## src/rtl/alk_sio_seq.sv

```systemverilog
// Sequenced shift/rotate register for the DC615 slice. Shift-in bits travel
// through the open-drain ALU_SIO pads so neighbouring logic can override them.
module alk_sio_seq #(
    parameter int DATA_W = 32,
    parameter int STEP_W = 1,
    parameter int CNT_W  = 5
) (
    input  logic              clk_h,
    input  logic              reset_h,
    input  logic              start_h,
    input  logic [2:0]        op_h,
    input  logic [CNT_W-1:0]  count_h,
    input  logic              load_h,
    input  logic [DATA_W-1:0] data_in_h,
    input  logic [STEP_W-1:0] sin_h,
    input  logic [STEP_W-1:0] alu_sio_lsb_in_l,
    input  logic [STEP_W-1:0] alu_sio_msb_in_l,
    output logic [STEP_W-1:0] alu_sio_lsb_out_l,
    output logic [STEP_W-1:0] alu_sio_msb_out_l,
    output logic [DATA_W-1:0] q_h,
    output logic [STEP_W-1:0] sout_h,
    output logic              busy_h,
    output logic              done_h
);
    typedef enum logic [1:0] {
        IDLE  = 2'd0,
        SHIFT = 2'd1,
        DONE  = 2'd2
    } state_t;

    localparam logic [2:0] OP_SHL = 3'b000;
    localparam logic [2:0] OP_SHR = 3'b001;
    localparam logic [2:0] OP_ROL = 3'b010;
    localparam logic [2:0] OP_ROR = 3'b011;
    localparam logic [2:0] OP_ASR = 3'b100;

    state_t            state;
    state_t            state_nxt;
    logic [CNT_W-1:0]  cnt;
    logic [2:0]        op_r;
    logic [DATA_W-1:0] q;
    logic [STEP_W-1:0] sout;
    logic [STEP_W-1:0] fill;
    logic              left_op;
    logic              imm_done;

    // A zero count or an illegal opcode completes without touching q.
    assign imm_done = (count_h == '0) || (op_h > OP_ASR);
    assign left_op  = (op_r == OP_SHL) || (op_r == OP_ROL);

    always_ff @(posedge clk_h) begin
        if (reset_h) begin
            state <= IDLE;
        end else begin
            state <= state_nxt;
        end
    end

    always_comb begin
        state_nxt = state;
        case (state)
            IDLE, DONE: begin
                if (start_h) begin
                    state_nxt = imm_done ? DONE : SHIFT;
                end else begin
                    state_nxt = IDLE;
                end
            end
            SHIFT: begin
                if (cnt == CNT_W'(1)) begin
                    state_nxt = DONE;
                end
            end
            default: state_nxt = IDLE;
        endcase
    end

    always_comb begin
        fill = sin_h;
        case (op_r)
            OP_ROL:  fill = q[DATA_W-1 -: STEP_W];
            OP_ROR:  fill = q[STEP_W-1:0];
            OP_ASR:  fill = {STEP_W{q[DATA_W-1]}};
            default: fill = sin_h;
        endcase
        alu_sio_lsb_out_l = '1;
        alu_sio_msb_out_l = '1;
        if (state == SHIFT) begin
            if (left_op) begin
                alu_sio_lsb_out_l = ~fill;
            end else begin
                alu_sio_msb_out_l = ~fill;
            end
        end
    end

    // New bits come back from the wire-ANDed pad receivers, not from fill.
    always_ff @(posedge clk_h) begin
        if (reset_h) begin
            cnt  <= '0;
            op_r <= OP_SHL;
            q    <= '0;
            sout <= '0;
        end else if (state == SHIFT) begin
            cnt <= cnt - CNT_W'(1);
            if (left_op) begin
                q    <= {q[DATA_W-STEP_W-1:0], ~alu_sio_lsb_in_l};
                sout <= q[DATA_W-1 -: STEP_W];
            end else begin
                q    <= {~alu_sio_msb_in_l, q[DATA_W-1:STEP_W]};
                sout <= q[STEP_W-1:0];
            end
        end else begin
            if (load_h) begin
                q <= data_in_h;
            end
            if (start_h) begin
                op_r <= op_h;
                cnt  <= count_h;
            end
        end
    end

    assign q_h    = q;
    assign sout_h = sout;
    assign busy_h = (state == SHIFT);
    assign done_h = (state == DONE);

endmodule

```

## config.mk

```make
export PLATFORM = sky130hd
export DESIGN_NAME = alk_sio_seq
export DESIGN_NICKNAME = d
export VERILOG_FILES = /design/src/rtl/alk_sio_seq.sv
export SDC_FILE = /design/constraint.sdc
export NUM_CORES = 1
export LEC_CHECK = 0
export CAP_MARGIN = 40
export CORE_UTILIZATION = 45
export DETAILED_ROUTE_END_ITERATION = 6
export PLACE_DENSITY = 0.81
export SYNTH_ARGS = -nofsm -noshare
export SYNTH_HDL_FRONTEND = slang
export SYNTH_SLANG_ARGS = --single-unit
```

## constraint.sdc

```tcl
create_clock -name clk_h -period 1.8 [get_ports clk_h]
set_input_delay 0.18 -clock clk_h [delete_from_list [all_inputs] [get_ports clk_h]]
set_output_delay 0.18 -clock clk_h [all_outputs]
set_load 0.01 [all_outputs]
```

==> impl_results.md <==
- Post-CTS Setup Bufs: 0
- Min-Delay Path Class: in2reg
- Clock-pin slew on the worst setup and hold paths: 0.08 ns
- Synth top area share: 0.371
- Final Setup Violations: 0
- Mapped Area: 2320 um^2
- Hold Violations, Final: 0
- Fmax: 597 MHz
- Largest cells by area after synthesis: dfxtp_1 (37%), mux2i_1 (13%), a221oi_1 (12%)
- Area growth, synth to finish: 42.4%
- Post-synth net total: 316
- P_int: 1820 uW
- Syn Inst Count: 267
- Commonest non-fill, non-tap cells in the layout: clkdlybuf4s50_1 (81), dfxtp_1 (43), nand2_1 (39), a21oi_1 (36), a221oi_1 (31)
- Switching Share: 0.313
- IO Pins: 84
- RSZ-0062 raised after global routing: no
- Vias in the first global route: 2185
- Period utilization: 0.931
- Hold-fix buffers, CTS: 0
- Wirelength per Cell: 15.5 um
- Skew final: 0.00582 ns
- Commonest non-fill, non-tap cell in the layout: clkdlybuf4s50_1
- Synthesized flop and latch total: 43
- Worst Path Max Fanout: 5
- Total GRT Usage: 0.246
- Pwr dens: 800 nW/um^2
- P_leak: 0.00121 uW
- First-pass GRT wire length: 10300 um
- Slew margin rel.: 0.800
- HPWL after DPL: 4410 um
- Initial drt markers: 153
- Clock latency on the worst-skew pair: 0.30 ns
- Antenna Nets Post-Route: 0
- N_diodes: 0
- Synthesized area per cell: 8.68 um^2
- Cts repair resizes: 2
- Die height: 73.8 um
- GRT Residual Overflow: 0
- Synth area leader: dfxtp_1
- Antenna violations before repair: 0
- Final worst path period need: 1.67 ns
- CTS tree: done
- Register area share after synthesis: 0.371
- GPL Wtd Cong: 0.835
- Critical path arrival: 1.49 ns
- Starting density of the core: 0.478
- Max-Cap Viols: 0
- Slew Viols, Final: 0
- Core area: 4850 um^2
- Via count: 2373
- CTS H-Tree Depth: 2
- Die area: 5440 um^2
- Row count: 25
- Die W: 73.8 um
- Slew @ Worst Pin: 0.295 ns
- Clock Sinks: 43
- Total clock buffers created by CTS: 5
- CTS root buffer: clkbuf_8
- Worst vdd ir: 0.555 mV
- Post-synth cell types: 37
- Setup Crit Path Kind: reg2out
- Setup TNS: 0 ns
- Critical Path RT: 1.62 ns
- Seq pwr share: 0.446
- Hold WS: 0.442 ns
- Outcome: finished clean
- Buffers on Ports: 83
- Final Util: 0.681
- Yosys warnings: 0
- NetSw: 825 uW
- Layout cells sized above 1: 0.0665
- Clock power frac: 0.228
- Comb pwr share: 0.327
- Clock buffer depth: 2
- Largest net degree at the start of global routing: 39
- DRT Pass-1 Iters: 4
- Setup crit end kind: primary output
- Final net count: 394
- Crit path launch type: flop
- Drt drc: 0
- Vias/cell: 5.75
- Final wirelength: 6410 um
==> cell usage after synthesis <==
cell        n
a221oi_2    1
dfxtp_1    43
o211a_1     1
a22o_1      1
buf_12      3
a21oi_1    36
or3_1       3
o21a_1      1
and2_1      2
nor4bb_1    1
nor2_1      4
clkbuf_1   13
a311oi_1    1
nor3b_1     1
nand2_1    39
o22ai_1     1
inv_2       1
o32ai_1     1
nand2b_1    2
nand3_1     7
a221oi_1   31
nor3_1      2
buf_6       1
a211oi_1    3
ha_1        2
o21ai_0    10
o2bb2ai_1   1
or2_1       1
or4_1       1
mux2i_1    30
inv_1       5
buf_2       9
o311a_1     1
nor2b_1     2
a31oi_1     4
nand3b_1    1
a32oi_1     1
==> cell type report <==
class	instances	area (um^2)
clock buffers	7	76.3
clock inverters	1	5.00
fillers	389	1550
inverters	6	22.5
multi-input cells	192	1270
flip-flops and latches	43	861
well taps	67	83.8
repair buffers	97	983
==> stage by stage <==
stage | power [uW] | area (um^2) | instances | setup WS [ns]
2_1_floorplan | 1660 | 2320 | 267 | 0.500
3_3_place_gp | 2010 | 3190 | 404 | 0.0925
3_5_place_dp | 2040 | 3190 | 404 | 0.0896
4_1_cts | 2660 | 3300 | 413 | 0.109
5_1_grt | 2790 | 3300 | 413 | 0.0339
6_report | 2640 | 3300 | 413 | 0.125
==> layer usage <==
| layer | GRT usage | wire [um] |
|---|---|---|
| met5 | 0 | 0 |
| met4 | 0.0876 | 115 |
| met3 | 0.0590 | 393 |
| met1 | 0.321 | 2800 |
| met2 | 0.392 | 3100 |
==> critical path, stage by stage (launching register included) <==
cell and delay [ns]:
dfxtp_1 0.35, nand2b_1 0.15, inv_2 0.08, nand3_1 0.08, clkdlybuf4s50_1 0.53
==> state kept, by name, indices dropped and copies added, names as in the netlist <==
| register | count |
|---|---|
| q_h | 32 |
| state | 2 |
| sout_h | 1 |
| op_r | 3 |
| cnt | 5 |
==> path summary, 6_finish.rpt <==
path,slack [ns],from,end,depth (start not counted)
setup reg to reg,0.24,op_r[0],q_h[27],4
hold reg to reg,0.50,sout_h,sout_h,2
hold / removal,0.44,data_in_h[17],q_h[17],3
setup / recovery,0.13,state[1],alu_sio_lsb_out_l,4
==> cells by family after synthesis <==
family / synth area share
mux: 0.130
simple gates: 0.130
compound gates: 0.277
fa+ha+maj: 0.0108
buf+inv: 0.0810
flops: 0.371
==> power by group through the flow <==
| stage | Sequential [uW] | Clock (uW) | Combinational [uW] |
|---|---|---|---|
| detailed placement | 1200 | 0 | 839 |
| global route | 1190 | 657 | 938 |
| floorplan | 1210 | 0 | 456 |
| global placement | 1190 | 0 | 817 |
| finish | 1180 | 601 | 863 |
| CTS | 1170 | 613 | 868 |
Power figures use the tool's default switching activity.
==> RTL change 1, RTL diff (same settings) <==
The 3 states of `state_t` get a one-hot encoding in 3 bits.
--- a/src/rtl/alk_sio_seq.sv
+++ b/src/rtl/alk_sio_seq.sv
@@ -22,10 +22,10 @@
     output logic              busy_h,
     output logic              done_h
 );
-    typedef enum logic [1:0] {
-        IDLE  = 2'd0,
-        SHIFT = 2'd1,
-        DONE  = 2'd2
+    typedef enum logic [2:0] {
+        IDLE  = 3'b001,
+        SHIFT = 3'b010,
+        DONE  = 3'b100
     } state_t;
 
     localparam logic [2:0] OP_SHL = 3'b000;
Formal check against the unedited RTL: no difference found for any inputs over 10 cycles, from zero or initial values and one cycle with reset_h high; not proved beyond that.
==> RTL change 1 against the original RTL <==
  * Final area increased by 7.9%
  * Total power shrank 9.6%
  * Largest cell class unchanged
  * Wire length grew 9.9%
  * Area after synthesis is 10% higher
  * Setup slack lost 31 ps
  * Cell count up 8.5%
  * Sequential cell count grew 1
  * Register-to-register slack worse by 100 ps
==> RTL change 1: results (changes against the original RTL) <==
Run status
  – Status: finished, final reports clean

Global route
  – Vias in the first global route: 2379 (+8.9%)
  – GRT Overall Usage: 0.233 (-0.0125)

Critical path
  – CP max stage delay: 420 ps (-110 ps)
  – Top delay family on crit path: simple AND/OR/NAND/NOR gates
  – Worst-path fanout max: 17 (+12)
  – CP arrival: 1530 ps (+40 ps)
  – Slowest CP cell: or3b_4

Routing
  – Via count: 2664 (+12%)
  – Initial DRC Count: 160 (+4.6%)
  – Routed wire length: 7040 um (+9.9%)
  – WL met2: 3340 um (+7.7%)

Logic synthesis
  – Post-synthesis adder-cell area fraction: 0.00981 (-0.000986)
  – Syn Inst Count: 301 (+13%)
  – Synth cell count leaders: dfxtp_1 (44), o21ai_0 (38), nand2_1 (35)
  – Multiplexer share of the synthesized area: 0.0255 (-0.104)
  – Unique masters post-synth: 41 (+11%)
  – XOR/XNOR Fraction of Synth Area: 0.00687 (+0.00687)
  – Synth Net Count: 350 (+11%)
  – Seq/Total Area, Yosys: 0.345 (-0.0261)
  – Synth area leaders: dfxtp_1 (35%), a211oi_1 (9.7%), a311oi_1 (7.6%)

Placement
  – Pre-CTS setup slack: 74.7 ps (-14.9 ps)
  – GP Congestion: 0.835 (about the same)
  – Hpwl dp: 4860 um (+10%)
  – Post-Place Cell Area: 0.00345 sq mm (+8.1%)

Timing
  – Setup Skew: 14.3 ps (+8.46 ps)

Power and ir drop
  – Leak: 1.19 nW (-1.8%)
  – Worst vdd ir: 0.000371 V (-33%)

Layout
  – Share of cells above drive strength 1: 0.125 (+0.0585)
  – Nets: 426 (+8.1%)
-- RTL change 1: what timing repair did --
action                                  in CTS  in global routing
setup buffers                                0                  0
endpoints found under the setup margin       3                  2
gates resized for setup                      5                  1
pin swaps                                    0                  0
-- RTL change 1: worst paths after layout --
path | cells after the start | start | endpoint | slack, ps
worst min register to register | 2 | q_h[6] | q_h[7] | 520
worst max-delay path | 4 | state[1] | alu_sio_msb_out_l | 90
worst min-delay path | 2 | reset_h | op_r[0] | 340
worst max register to register | 5 | state[1] | q_h[24] | 140
-- RTL change 1: per-stage QoR --
step | cells | util | hold slack, ps
floorplan | 301 | - | 328
global placement | 442 | 0.630 | 501
detailed placement | 442 | 0.630 | 513
CTS | 448 | 0.650 | 338
global route | 448 | 0.651 | 362
finish | 448 | 0.651 | 337
-- RTL change 1: layout make-up --
type / count / area share
well taps: 72 / 0.0253
clock inverters: 1 / 0.00843
flip-flops and latches: 44 / 0.247
repair buffers: 101 / 0.271
clock buffers: 5 / 0.0193
multi-input cells: 218 / 0.418
inverters: 7 / 0.0109
-- RTL change 1: cells by family (layout without fill, tap and decap cells) --
| family | count (synthesis) | after routing |
|---|---|---|
| fa+ha+maj | 2 | 2 |
| compound gates | 120 | 120 |
| flops | 44 | 44 |
| simple gates | 88 | 88 |
| xor+xnor | 2 | 2 |
| buf+inv | 39 | 114 |
| mux | 6 | 6 |
-- RTL change 1: layer usage --
layer,global-route usage,vias up
met5,0,-
met4,0.0660,0
met3,0.0548,10
met2,0.364,97
met1,0.318,1269
li1,-,1288
-- RTL change 1: where the power goes --
group | switching, mW | internal [mW] | total (mW)
clock | 0.318 | 0.399 | 0.717
sequential | 0.0651 | 1.04 | 1.10
combinational | 0.256 | 0.312 | 0.568
total | 0.639 | 1.75 | 2.39
==> RTL change 2, RTL diff (same flow settings) <==
Made on the original files. The parameter `DATA_W` goes from 32 to 48.
--- a/src/rtl/alk_sio_seq.sv
+++ b/src/rtl/alk_sio_seq.sv
@@ -1,7 +1,7 @@
 // Sequenced shift/rotate register for the DC615 slice. Shift-in bits travel
 // through the open-drain ALU_SIO pads so neighbouring logic can override them.
 module alk_sio_seq #(
-    parameter int DATA_W = 32,
+    parameter int DATA_W = 48,
     parameter int STEP_W = 1,
     parameter int CNT_W  = 5
 ) (
Ports: changed (resized data_in_h and q_h); port bits go from 84 to 116. No check against the original RTL was run, so the function may have changed too.
==> RTL change 2 against the original RTL <==
  * Final area rose by 38%
  * Area after synthesis grew 39%
  * Setup slack lost 46 ps
  * Total power is 45% higher
  * Wire length grew 37%
  * Largest cell class unchanged
  * Critical path type unchanged
  * Sequential cell count rose by 16
  * Clock skew rose by 1.6 ps
  * Non-clock buffer count grew 31
  * Critical endpoint unchanged
  * Fmax shrank 2.7%
  * Count of clock-buffer cells in the layout increased by 7
==> RTL change 2: results (changes against the original RTL) <==
Placement
  – Post-Place Cell Area: 0.00439 sq mm (+38%)
  – GP Congestion: 0.888 (+6.3%)
  – Port Buffer Count: 115 (+39%)
  – Hpwl dp: 5870 um (+33%)

Global route
  – GRT Overall Usage: 0.242 (-0.00395)
  – Vias in the first global route: 3229 (+48%)
  – Largest net degree at the start of global routing: 97 (+150%)
  – First-pass GRT wire length: 14600 um (+41%)
  – Initial antenna violation count: 0 (unchanged)

Layout
  – Max reg flops: 48 (+50%)
  – Nets: 568 (+44%)
  – Diode count: 0 (unchanged)
  – Share of cells above drive strength 1: 0.0669 (+0.000455)

Power and ir drop
  – Leak: 1.52 nW (+26%)
  – Worst vdd ir: 0.000466 V (-16%)

Clock tree
  – CTS clk-pin slew, worst paths: 60 ps (-20 ps)
  – Clock Tree Root: clkbuf_8
  – CTS H-tree depth: 3 (+1)
  – Postcts setup bufs: 0 (unchanged)
  – Maximum buffer depth of the clock tree: 2 (unchanged)
  – Resized Gates After CTS: 3 (+1)
  – Later-pin clock latency in the skew report: 330 ps (+30 ps)
  – Num CTS Buffers: 9 (+4)

Logic synthesis
  – FFs w/ async S/R, synth: 0 (unchanged)
  – Unique masters post-synth: 32 (-14%)
  – Synth area leaders: dfxtp_1 (37%), a311oi_1 (13%), nand2_1 (13%)
  – Synth Warn #: 0 (unchanged)
  – Most used DFF post-synth: dfxtp_1
  – Seq/Total Area, Yosys: 0.367 (-0.00475)
  – Synth Net Count: 469 (+48%)
  – Synth cell count leaders: nand2_1 (108), dfxtp_1 (59), a211oi_1 (52)

Routing
  – DR pass1 iterations: 4 (unchanged)
  – Routed wire length: 8780 um (+37%)
  – Via count: 3431 (+45%)
  – Initial DRC Count: 213 (+39%)

Critical path
  – Worst-path fanout max: 6 (+1)
  – CP max stage delay: 350 ps (-180 ps)
  – CP arrival: 1540 ps (+50 ps)
  – Slowest CP cell: dfxtp_2

Timing
  – Setup Skew: 7.45 ps (+1.64 ps)
  – Least-Margin Pin Slew: 507 ps (+211 ps)

Worst hold path
  – Worst min path class: primary input to flop

Run status
  – Status: finished, final reports clean
## RTL change 2: cells by family after synthesis
group	after synthesis	synth area share
and+or+nand+nor	175	0.251
AOI/OAI and AO/OA	124	0.299
DFF	59	0.367
buffers and inverters	44	0.0750
adders and majority gates	2	0.00777
## RTL change 2: area by class of cell
| class | instances | area [sq um] |
|---|---|---|
| clock buffers | 14 | 163 |
| clock inverters | 2 | 10.0 |
| fillers | 600 | 2310 |
| inverters | 4 | 17.5 |
| multi-input cells | 301 | 1800 |
| flip-flops and latches | 59 | 1180 |
| well taps | 96 | 120 |
| repair buffers | 128 | 1260 |
## RTL change 2: path summary, 6_finish.rpt
kind | startpoint | endpoint | slack, ps | depth (start not counted)
max | op_r[0] | alu_sio_lsb_out_l | 80 | 3
min | reset_h | cnt[3] | 300 | 2
max reg2reg | state[0] | cnt[4] | 230 | 6
min reg2reg | op_r[2] | op_r[2] | 490 | 2
## RTL change 2: through the flow
step,cells,util,setup slack (ps),hold slack (ps),power [mW]
floorplan,404,-,436,316,2.25
global placement,588,0.638,-3.33,470,2.75
detailed placement,588,0.638,-38.5,496,2.78
CTS,604,0.663,13.3,280,3.83
global route,604,0.664,20.6,297,4.02
finish,604,0.664,79.1,300,3.82
## RTL change 2: where the power goes
group          switching [mW]  internal, mW  leakage (nW)
clock network           0.489         0.572        0.0905
registers               0.151          1.46         0.489
logic                   0.540         0.608         0.944
## RTL change 2: worst max-delay path: cells and delay by family (launching register included)
family,cells,cell delay (ps)
AND/OR/NAND/NOR,2,630
flip-flops,1,350
buffers and inverters,1,240
## RTL change 2: layer usage
metal	wire, um	vias up	track usage
li1	-	1673	-
met1	4050	1646	0.298
met2	4190	102	0.414
met3	450	10	0.0514
met4	89	0	0.0894
met5	0	-	0
